File: src/rtl/usb_uvc_pkg.sv
// Shared constants and types for the UVC payload sink.
// BFH bit positions, header length limits, parser states.
package usb_uvc_pkg;

    localparam int BFH_FID = 0;
    localparam int BFH_EOF = 1;
    localparam int BFH_ERR = 6;
    localparam int BFH_EOH = 7;

    localparam logic [7:0] HLE_MIN = 8'd2;
    localparam logic [7:0] HLE_MAX = 8'd12;

    typedef enum logic [2:0] {
        ST_IDLE,
        ST_HDR_LEN,
        ST_HDR_BFH,
        ST_HDR_SKIP,
        ST_PAYLOAD,
        ST_DROP
    } pkt_state_t;

    function automatic logic [31:0] fsize(input logic [13:0] w,
                                          input logic [13:0] h);
        return {18'd0, w} * {18'd0, h} * 32'd2;
    endfunction

endpackage

File: src/rtl/usb_uvc_hdr_parser.sv
// Packet FSM: strips the UVC payload header, strobes payload bytes,
// reports the packet's FID/EOF and header/stream errors.
module usb_uvc_hdr_parser
    import usb_uvc_pkg::*;
(
    input  logic       clk,
    input  logic       usb_rstn,
    input  logic [7:0] in_data,
    input  logic       in_valid,
    input  logic       in_sop,
    input  logic       in_eop,
    output logic       pay_stb,
    output logic       pay_first,
    output logic       bfh_stb,
    output logic       pkt_fid,
    output logic       pkt_eof,
    output logic       pkt_end,
    output logic       err_hdr,
    output logic       err_stream
);

    pkt_state_t state, state_d, st;
    logic [3:0] skip_cnt, skip_d;
    logic       fid_q, fid_d;
    logic       eof_q, eof_d;
    logic       first_q, first_d;

    always_ff @(posedge clk or negedge usb_rstn) begin
        if (!usb_rstn) begin
            state    <= ST_IDLE;
            skip_cnt <= 4'd0;
            fid_q    <= 1'b0;
            eof_q    <= 1'b0;
            first_q  <= 1'b0;
        end else begin
            state    <= state_d;
            skip_cnt <= skip_d;
            fid_q    <= fid_d;
            eof_q    <= eof_d;
            first_q  <= first_d;
        end
    end

    always_comb begin
        state_d    = state;
        skip_d     = skip_cnt;
        fid_d      = fid_q;
        eof_d      = eof_q;
        first_d    = first_q;
        pay_stb    = 1'b0;
        pay_first  = 1'b0;
        bfh_stb    = 1'b0;
        pkt_fid    = fid_q;
        pkt_eof    = eof_q;
        pkt_end    = 1'b0;
        err_hdr    = 1'b0;
        err_stream = 1'b0;
        st         = in_sop ? ST_HDR_LEN : state;
        if (in_valid) begin
            if (in_sop && (state == ST_HDR_BFH || state == ST_HDR_SKIP ||
                           state == ST_PAYLOAD))
                err_hdr = 1'b1;
            unique case (st)
                ST_HDR_LEN: begin
                    if (in_data < HLE_MIN || in_data > HLE_MAX) begin
                        err_hdr = 1'b1;
                        state_d = ST_DROP;
                    end else begin
                        skip_d  = 4'(in_data - HLE_MIN);
                        state_d = ST_HDR_BFH;
                    end
                end
                ST_HDR_BFH: begin
                    if (in_data[BFH_ERR]) begin
                        err_stream = 1'b1;
                        state_d    = ST_DROP;
                    end else begin
                        bfh_stb = 1'b1;
                        fid_d   = in_data[BFH_FID];
                        eof_d   = in_data[BFH_EOF];
                        pkt_fid = fid_d;
                        pkt_eof = eof_d;
                        first_d = 1'b1;
                        state_d = (skip_cnt != 4'd0) ? ST_HDR_SKIP : ST_PAYLOAD;
                    end
                end
                ST_HDR_SKIP: begin
                    skip_d = skip_cnt - 4'd1;
                    if (skip_cnt == 4'd1)
                        state_d = ST_PAYLOAD;
                end
                ST_PAYLOAD: begin
                    pay_stb   = 1'b1;
                    pay_first = first_q;
                    first_d   = 1'b0;
                end
                ST_IDLE, ST_DROP: ;
                default: state_d = ST_IDLE;
            endcase
            if (in_eop) begin
                state_d = ST_IDLE;
                // only packets whose BFH was accepted carry framing info
                pkt_end = bfh_stb || st == ST_HDR_SKIP || st == ST_PAYLOAD;
            end
        end
    end

endmodule

File: src/rtl/usb_uvc_payload_sink.sv
// UVC uncompressed payload sink: frame sync, byte counting and
// pixel coordinate tracking on top of the header parser.
module usb_uvc_payload_sink
    import usb_uvc_pkg::*;
#(
    parameter string       FRAME_TYPE = "MONO",
    parameter logic [13:0] FRAME_W    = 14'd640,
    parameter logic [13:0] FRAME_H    = 14'd360
) (
    input  logic        clk,
    input  logic        usb_rstn,
    input  logic [7:0]  in_data,
    input  logic        in_valid,
    input  logic        in_sop,
    input  logic        in_eop,
    output logic        vf_sof,
    output logic        vf_valid,
    output logic [7:0]  vf_byte,
    output logic [13:0] vf_x,
    output logic [13:0] vf_y,
    output logic        vf_eof,
    output logic        err_hdr,
    output logic        err_stream,
    output logic        err_size
);

    localparam logic [31:0] FSIZE   = fsize(FRAME_W, FRAME_H);
    localparam bit          ALL_OUT = (FRAME_TYPE == "YUY2");

    logic pay_stb, pay_first, bfh_stb, pkt_fid, pkt_eof, pkt_end;
    logic p_err_hdr, p_err_stream;

    usb_uvc_hdr_parser u_parser (
        .clk       (clk),
        .usb_rstn  (usb_rstn),
        .in_data   (in_data),
        .in_valid  (in_valid),
        .in_sop    (in_sop),
        .in_eop    (in_eop),
        .pay_stb   (pay_stb),
        .pay_first (pay_first),
        .bfh_stb   (bfh_stb),
        .pkt_fid   (pkt_fid),
        .pkt_eof   (pkt_eof),
        .pkt_end   (pkt_end),
        .err_hdr   (p_err_hdr),
        .err_stream(p_err_stream)
    );

    logic        synced, sync_n;
    logic        fid_seen, seen_n;
    logic        last_fid, lfid_n;
    logic        frame_open, open_n;
    logic        frame_fid, ffid_n;
    logic [31:0] bcnt, bcnt_n;
    logic [13:0] x_q, x_n, y_q, y_n;
    logic        ovf, ovf_n;
    logic        size_done, done_n;
    logic        start;
    logic        o_sof, o_valid, o_eof, o_err_size;
    logic [7:0]  o_byte;
    logic [13:0] o_x, o_y;

    always_comb begin
        sync_n     = synced;
        seen_n     = fid_seen;
        lfid_n     = last_fid;
        open_n     = frame_open;
        ffid_n     = frame_fid;
        bcnt_n     = bcnt;
        x_n        = x_q;
        y_n        = y_q;
        ovf_n      = ovf;
        done_n     = size_done;
        o_sof      = 1'b0;
        o_valid    = 1'b0;
        o_eof      = 1'b0;
        o_err_size = 1'b0;
        o_byte     = 8'd0;
        o_x        = 14'd0;
        o_y        = 14'd0;
        start      = pay_stb && pay_first && synced &&
                     (!frame_open || pkt_fid != frame_fid);

        if (bfh_stb) begin
            if (fid_seen && pkt_fid != last_fid)
                sync_n = 1'b1;
            lfid_n = pkt_fid;
            seen_n = 1'b1;
        end

        if (start) begin
            if (frame_open && bcnt != 32'd0 && bcnt != FSIZE && !size_done)
                o_err_size = 1'b1;
            open_n = 1'b1;
            ffid_n = pkt_fid;
            bcnt_n = 32'd0;
            x_n    = 14'd0;
            y_n    = 14'd0;
            ovf_n  = 1'b0;
            done_n = 1'b0;
        end

        if (pay_stb && open_n) begin
            if (bcnt_n < FSIZE) begin
                if (ALL_OUT || !bcnt_n[0]) begin
                    o_valid = 1'b1;
                    o_byte  = in_data;
                    o_x     = x_n;
                    o_y     = y_n;
                    o_sof   = (bcnt_n == 32'd0);
                end
                o_eof = (bcnt_n == FSIZE - 32'd1);
                // pixel advances after the second byte of each pair
                if (bcnt_n[0]) begin
                    if (x_n == FRAME_W - 14'd1) begin
                        x_n = 14'd0;
                        y_n = (y_n == FRAME_H - 14'd1) ? 14'd0 : y_n + 14'd1;
                    end else begin
                        x_n = x_n + 14'd1;
                    end
                end
                bcnt_n = bcnt_n + 32'd1;
            end else begin
                ovf_n = 1'b1;
            end
        end

        if (pkt_end && pkt_eof) begin
            sync_n = 1'b1;
            if (open_n) begin
                if ((bcnt_n != FSIZE || ovf_n) && !done_n)
                    o_err_size = 1'b1;
                open_n = 1'b0;
                ovf_n  = 1'b0;
            end
        end
        if (o_err_size)
            done_n = 1'b1;
    end

    always_ff @(posedge clk or negedge usb_rstn) begin
        if (!usb_rstn) begin
            synced     <= 1'b0;
            fid_seen   <= 1'b0;
            last_fid   <= 1'b0;
            frame_open <= 1'b0;
            frame_fid  <= 1'b0;
            bcnt       <= 32'd0;
            x_q        <= 14'd0;
            y_q        <= 14'd0;
            ovf        <= 1'b0;
            size_done  <= 1'b0;
            vf_sof     <= 1'b0;
            vf_valid   <= 1'b0;
            vf_byte    <= 8'd0;
            vf_x       <= 14'd0;
            vf_y       <= 14'd0;
            vf_eof     <= 1'b0;
            err_hdr    <= 1'b0;
            err_stream <= 1'b0;
            err_size   <= 1'b0;
        end else begin
            synced     <= sync_n;
            fid_seen   <= seen_n;
            last_fid   <= lfid_n;
            frame_open <= open_n;
            frame_fid  <= ffid_n;
            bcnt       <= bcnt_n;
            x_q        <= x_n;
            y_q        <= y_n;
            ovf        <= ovf_n;
            size_done  <= done_n;
            vf_sof     <= o_sof;
            vf_valid   <= o_valid;
            vf_byte    <= o_byte;
            vf_x       <= o_x;
            vf_y       <= o_y;
            vf_eof     <= o_eof;
            err_hdr    <= p_err_hdr;
            err_stream <= p_err_stream;
            err_size   <= o_err_size;
        end
    end

endmodule
File: config.mk
export PLATFORM = sky130hd
export DESIGN_NAME = usb_uvc_payload_sink
export DESIGN_NICKNAME = d
export VERILOG_FILES = /design/src/rtl/usb_uvc_pkg.sv /design/src/rtl/usb_uvc_hdr_parser.sv /design/src/rtl/usb_uvc_payload_sink.sv
export SDC_FILE = /design/constraint.sdc
export NUM_CORES = 1
export LEC_CHECK = 0
export CAP_MARGIN = 20
export CORE_MARGIN = 8
export CORE_UTILIZATION = 62
export CTS_CLUSTER_DIAMETER = 30
export CTS_CLUSTER_SIZE = 28
export DETAILED_ROUTE_END_ITERATION = 8
export GPL_ROUTABILITY_DRIVEN = 0
export PLACE_DENSITY_LB_ADDON = 0.1
export SYNTH_ARGS = -nofsm -noshare
export SYNTH_HDL_FRONTEND = slang
export SYNTH_SLANG_ARGS = --single-unit
File: constraint.sdc
create_clock -name clk -period 10.55 [get_ports clk]
set_input_delay 1.5825 -clock clk [delete_from_list [all_inputs] [get_ports clk]]
set_output_delay 1.5825 -clock clk [all_outputs]
set_load 0.005 [all_outputs]
==> results of run 1 <==
## cell families after synthesis
logic type / count (synthesis)
flops: 119
xor+xnor: 29
simple gates: 319
fa+ha+maj: 8
compound gates: 99
buf+inv: 38
mux: 9
## per-layer routing
metal | up-vias | GRT usage | part of all wire
met1 | 2404 | 0.2801 | 0.42
met3 | 39 | 0.05494 | 0.063
met2 | 191 | 0.3640 | 0.49
li1 | 2299 | - | -
met4 | 0 | 0.09317 | 0.025
met5 | - | 0 | 0
## metrics by stage
stage / hold WS [ns] / total power, mW / instance area [um^2] / instances
2_1_floorplan: 0.4346 / 0.4935 / 5947 / 621
3_3_place_gp: 0.4490 / 0.5119 / 6563 / 780
3_5_place_dp: 0.4531 / 0.5138 / 6574 / 781
4_1_cts: 0.4804 / 1.102 / 7179 / 813
5_1_grt: 0.4874 / 1.126 / 7179 / 813
6_report: 0.4728 / 1.094 / 7179 / 813
## cells in the mapped netlist, types with 2 or more instances
| library cell | instances | area, um^2 |
|---|---|---|
| nor2b_1 | 6 | 37.54 |
| nor2_1 | 67 | 251.5 |
| nand2_1 | 54 | 202.7 |
| mux2i_1 | 3 | 30.03 |
| o211ai_1 | 4 | 30.03 |
| nor3_2 | 2 | 20.02 |
| nand2b_1 | 7 | 43.79 |
| and4_1 | 8 | 70.07 |
| nand3b_1 | 4 | 30.03 |
| nor4_1 | 10 | 62.56 |
| xor2_1 | 23 | 201.4 |
| and2_1 | 56 | 350.3 |
| xnor2_1 | 6 | 52.55 |
| inv_1 | 11 | 41.29 |
| a21oi_1 | 42 | 210.2 |
| o21a_1 | 2 | 15.01 |
| or3_1 | 8 | 50.05 |
| or4_4 | 2 | 22.52 |
| dfrtp_1 | 119 | 2978 |
| buf_1 | 3 | 11.26 |
| a21boi_0 | 2 | 15.01 |
| nor3_1 | 16 | 80.08 |
| or4_1 | 8 | 60.06 |
| o21ai_0 | 29 | 145.1 |
| ha_1 | 8 | 100.1 |
| nand4_1 | 17 | 106.4 |
| a31oi_1 | 6 | 37.54 |
| nor3b_1 | 11 | 82.58 |
| nand4b_1 | 2 | 17.52 |
| nor4_2 | 2 | 25.02 |
| clkbuf_1 | 21 | 78.83 |
| and3_1 | 14 | 87.58 |
| buf_2 | 2 | 10.01 |
| nor4b_1 | 2 | 17.52 |
| nand3_1 | 18 | 90.09 |
| mux2_2 | 6 | 67.56 |
## worst paths after layout
check,startpoint,endpoint,slack (ns),cells past startpoint
hold reg to reg,fid_seen$_DFFE_PN0P_,fid_seen$_DFFE_PN0P_,0.47,1
setup / recovery,in_sop,y_q[9]$_DFF_PN0_,4.73,15
setup reg to reg,u_parser.state[0]$_DFFE_PN0P_,y_q[9]$_DFF_PN0_,5.92,14
max in group asynchronous,usb_rstn,bcnt[17]$_DFF_PN0_,8.23,2
min in group asynchronous,usb_rstn,vf_y[10]$_DFF_PN0_,1.13,1
hold / removal,fid_seen$_DFFE_PN0P_,fid_seen$_DFFE_PN0P_,0.47,1
## registers in the layout, summed over array words and instances (netlist names), 3 cells and up
register and flops:
bcnt 32, u_parser.skip_cnt 4, u_parser.state 3, vf_byte 8, vf_x 14, vf_y 14, x_q 14, y_q 14
## critical path, cell delays in order
cell             delay, ns
clkdlybuf4s50_1       0.64
nor4b_1               0.59
nand4_1               0.22
nand3_1               0.14
buf_4                 0.33
and2_1                0.20
ha_1                  0.20
and4_1                0.25
nand4_1               0.20
a31oi_1               0.72
nand4_1               0.36
nor3_1                0.40
nand4_1               0.16
xor2_1                0.16
nor2_1                0.05
## cell usage in the layout, fill, tap and decap left out, types with 7 or more instances in the layout
master / synthesis / final
nand4_1: 17 / 17
or4_1: 8 / 8
or3_1: 8 / 8
nor3b_1: 11 / 11
and2_1: 56 / 56
and3_1: 14 / 13
o21ai_0: 29 / 29
clkbuf_16: 0 / 16
ha_1: 8 / 8
a21oi_1: 42 / 42
dfrtp_1: 119 / 119
nor3_1: 16 / 16
nand2_1: 54 / 54
inv_1: 11 / 11
nor2_1: 67 / 67
nand3_1: 18 / 18
xor2_1: 23 / 23
nor4_1: 10 / 10
clkdlybuf4s50_1: 0 / 53
nand2b_1: 7 / 7
and4_1: 8 / 8
## where the power goes
group | switching (mW) | internal [mW]
clock network | 0.223 | 0.365
registers | 0.00560 | 0.461
logic | 0.0239 | 0.0145
total | 0.253 | 0.841
## area by class of cell
cell class                 instances  area share
timing repair buffer              58     0.07964
clock inverter                    15     0.02666
sequential                       119      0.4148
multi-input combinational        464      0.3930
clock buffer                      17     0.05769
inverter                          11    0.005751
tap                              129     0.02248
==> out/results.tsv, run 1 <==
stage	metric	value	unit
status	outcome	finished clean	
synthesis	async_flop_share	1.000	
layout	num_antenna_cells	0	
clocking	postCtsResizedCells	0	
timing	tightest_slew	0.9478	ns
job	cap_violations	0	
synthesis	ys_types	56	
layout	multi_input_area	2821	um^2
timing	slew_viol_final	0	
timing	fin_tns_setup	0	ns
clocking	hold_buffers	0	
die	die_w	113.9	um
power	p_per_area	152.4	nW/um^2
clocking	clockBufferDepth	2	
clocking	clk_latency	0.52	ns
worst_hold_path	hold_class	reg2reg	
timing	fmax	171.7	MHz
clocking	cts_root_buffer	clkbuf_8	
synthesis	synth_xor_xnor_area_share	0.04271	
grt	gr-total-overflow	0	
clocking	cts_sinks	119	
timing	relSlewSlack	0.3518	
setup_path	worstPathRequired	10.93	ns
routing	ant_nets	0	
synthesis	synth_compound_area_frac	0.1006	
layout	fillCellCount	620	
synthesis	netlist_instances	621	
clocking	cts_made_buffers	17	
clocking	cts_tree	yes	
die	initial_core_util	0.6406	
synthesis	synthSimpleGateAreaFrac	0.2977	
synthesis	ys.flop_type	dfrtp_1	
routing	first_pass_iters	5	
setup_path	path_class	in2reg	
synthesis	synthMuxAreaShare	0.01641	
synthesis	yosys_warnings	0	
clocking	cts_max_level	4	
setup_path	critPathArrivalTime	6.20	ns
grt	grt_max_degree	62	
synthesis	synth-seq-area-share	0.5007	
synthesis	synthAdderAreaFrac	0.01683	
layout	drive_above_1_share	0.08187	
timing	hold_violations	0	
routing	drc	0	
synthesis	synth_edf_count	0	
grt	antenna_found_initial	0	
grt	grt_pass1_vias	4822	
die	die_height	113.9	um
routing	vias	4933	
timing	fin_crit_sh	0.5519	
layout	area_growth_syn_to_layout	20.72	%
die	dieArea	12980	um^2
routing	via_per_inst	6.068	
layout	nets	692	
power	irDropWorstVdd	0.1005	mV
timing	rsz0062_at_grt	false	
timing	fin_worst_skew	0.008077	ns
clocking	post_cts_buffers	0	
die	rows	35	
routing	wire_per_inst	17.06	um
timing	setup_viol	0	
setup_path	start_kind	input port	
placed_design	place_ws	4.324	ns
routing	initialDrtViolationCount	370	
timing	layout_setup_ws	4.727	ns
placed_design	port_buffers	54	
setup_path	crit_path_end_kind	flip-flop	
die	core	9284	um^2
routing	finalWirelength	13.87	mm
synthesis	synth_top_family_by_area	simple AND/OR/NAND/NOR gates	
power	power.leakage	3.249	nW
grt	grtUsageTotal	0.2240	
die	io_pins	55	
synthesis	avgSynthCellArea	9.576	um^2
layout	layout.area.seq	2978	um^2
grt	grt_pass1_wl	23.29	mm
layout	final_core_util	0.7733	
synthesis	syn-num-nets	642	
synthesis	synth_area	5947	um^2
setup_path	cp_max_fo	35	
synthesis	synth-seq-cells	119	
timing	fin_crit	5.823	ns
placed_design	post-dp-hpwl	9.212	mm
clocking	clkTransAtPathRegs	0.06	ns
Note: power is estimated with default switching activity, not from simulation.
==> run 2: changes to the inputs <==
--- a/config.mk
+++ b/config.mk
@@ -7,7 +7,7 @@
 export LEC_CHECK = 0
 export CAP_MARGIN = 20
 export CORE_MARGIN = 8
-export CORE_UTILIZATION = 62
+export CORE_UTILIZATION = 52
 export CTS_CLUSTER_DIAMETER = 30
 export CTS_CLUSTER_SIZE = 28
 export DETAILED_ROUTE_END_ITERATION = 8
==> constraint.sdc (replaced) <==
create_clock -name clk -period 5.09 [get_ports clk]
set_input_delay 0.7635 -clock clk [delete_from_list [all_inputs] [get_ports clk]]
set_output_delay 0.7635 -clock clk [all_outputs]
set_load 0.005 [all_outputs]
==> out/results.tsv, run 2 (same netlist as run 1, synthesis figures left out) <==
stage	metric	value	unit
status	outcome	finished clean	
timing	fin_worst_skew	0.008805	ns
die	die_w	122.9	um
clocking	clockBufferDepth	2	
die	dieArea	15110	um^2
power	p_per_area	314.7	nW/um^2
power	power.leakage	3.300	nW
routing	initialDrtViolationCount	457	
clocking	clk_latency	0.42	ns
job	cap_violations	0	
layout	num_antenna_cells	0	
grt	gr-total-overflow	0	
timing	fin_crit_sh	0.9146	
setup_path	crit_path_end_kind	flip-flop	
grt	antenna_found_initial	0	
layout	nets	701	
timing	fmax	214.8	MHz
timing	rsz0062_at_grt	false	
routing	first_pass_iters	5	
die	io_pins	55	
routing	ant_nets	0	
grt	grt_pass1_vias	4620	
layout	largest_register_ffs	32	
die	rows	39	
timing	slew_viol_final	0	
timing	setup_viol	0	
setup_path	worstPathRequired	5.37	ns
layout	fin_cells	835	
die	die_height	122.9	um
layout	regMostFlops	bcnt	
clocking	cts_tree	yes	
clocking	cts_root_buffer	clkbuf_16	
routing	wire_per_inst	16.57	um
grt	grt_max_degree	80	
grt	grt_pass1_wl	22.98	mm
layout	fillCellCount	878	
timing	hold_violations	0	
clocking	cts_sinks	119	
timing	fin_crit	4.655	ns
die	core	11270	um^2
layout	layout.area.seq	2978	um^2
clocking	clkTransAtPathRegs	0.05	ns
routing	drc	0	
placed_design	post-dp-hpwl	9.436	mm
timing	relSlewSlack	0.3475	
layout	drive_above_1_share	0.08671	
setup_path	path_class	in2reg	
clocking	post_cts_buffers	0	
die	initial_core_util	0.5276	
layout	multi_input_area	2821	um^2
layout	final_common_cell	dfrtp_1	
layout	final_core_util	0.6462	
routing	vias	4829	
routing	finalWirelength	13.84	mm
timing	fin_tns_setup	0	ns
power	irDropWorstVdd	0.2566	mV
setup_path	cp_max_fo	24	
worst_hold_path	hold_class	in2async	
clocking	cts_max_level	4	
clocking	cts_made_buffers	17	
setup_path	reg2reg_depth	13	
layout	area_growth_syn_to_layout	22.49	%
timing	tightest_slew	0.9541	ns
placed_design	dp.cells	803	
setup_path	start_kind	input port	
grt	grtUsageTotal	0.1934	
setup_path	critPathArrivalTime	4.93	ns
placed_design	port_buffers	54	
layout	final_cell_mix	dfrtp_1, nor2_1, and2_1	
clocking	hold_buffers	0	
clocking	postCtsResizedCells	0	
power	total_power	2.293	mW
routing	via_per_inst	5.783	
run 2: cell types whose count changed in the layout (fill, tap and decap cells not counted):
cell	delta
clkinv_4	-3
buf_12	+2
clkinv_2	+2
bufinv_16	+1
inv_8	-1
buf_6	-1
clkbuf_1	+4
clkbuf_16	+1
inv_6	-5
buf_4	+8
run 2: path summary, 6_finish.rpt:
kind                                               start                    to  slack, ns
min                                             usb_rstn    vf_y[11]$_DFF_PN0_       0.29
min reg2reg                         fid_seen$_DFFE_PN0P_  fid_seen$_DFFE_PN0P_       0.47
max reg2reg                u_parser.state[0]$_DFFE_PN0P_   size_done$_DFF_PN0_       0.79
min in group clk                    fid_seen$_DFFE_PN0P_  fid_seen$_DFFE_PN0P_       0.47
max in group asynchronous                       usb_rstn      y_q[6]$_DFF_PN0_       3.62
max                                             in_valid   size_done$_DFF_PN0_       0.43
run 2: critical path, cell delays in order:
cell and delay (ns):
clkdlybuf4s50_1 0.59, nor4b_1 0.57, nand4_1 0.31, nand3_1 0.37, buf_12 0.21, nand2_1 0.11, inv_1 0.19, ha_1 0.22
and4_1 0.23, nor4b_2 0.41, nand3_1 0.13, o311a_1 0.36, nor4_2 0.30, a32oi_1 0.15
run 2: power breakdown:
part           switching (mW)  internal [mW]
registers              0.0114          0.957
clock network           0.414          0.825
logic                  0.0509         0.0339
run 2: metal layers:
| metal | GRT usage | up-vias | part of all wire | wire length (um) |
|---|---|---|---|---|
| li1 | - | 2308 | - | - |
| met1 | 0.2493 | 2357 | 0.45 | 6232 |
| met2 | 0.3021 | 137 | 0.48 | 6577 |
| met3 | 0.05114 | 27 | 0.057 | 788 |
| met4 | 0.08454 | 0 | 0.017 | 237 |
| met5 | 0 | - | 0 | 0 |
run 2: metrics by stage:
step           instance area, um^2  hold slack, ns  setup WS (ns)
3_5_place_dp                  6660          0.4597         0.2364
5_1_grt                       7284          0.3154        0.09564
6_report                      7284          0.2863         0.4348
4_1_cts                       7264          0.4735         0.5561
2_1_floorplan                 5947          0.4346         0.9738
3_3_place_gp                  6660          0.4506         0.3304
run 2: layout make-up:
cell class | instances | share of cell area
Clock buffer | 22 | 0.06235
Clock inverter | 9 | 0.02061
Inverter | 11 | 0.005668
Multi-Input combinational cell | 464 | 0.3873
Sequential cell | 119 | 0.4088
Tap cell | 143 | 0.02456
Timing Repair Buffer | 67 | 0.09069
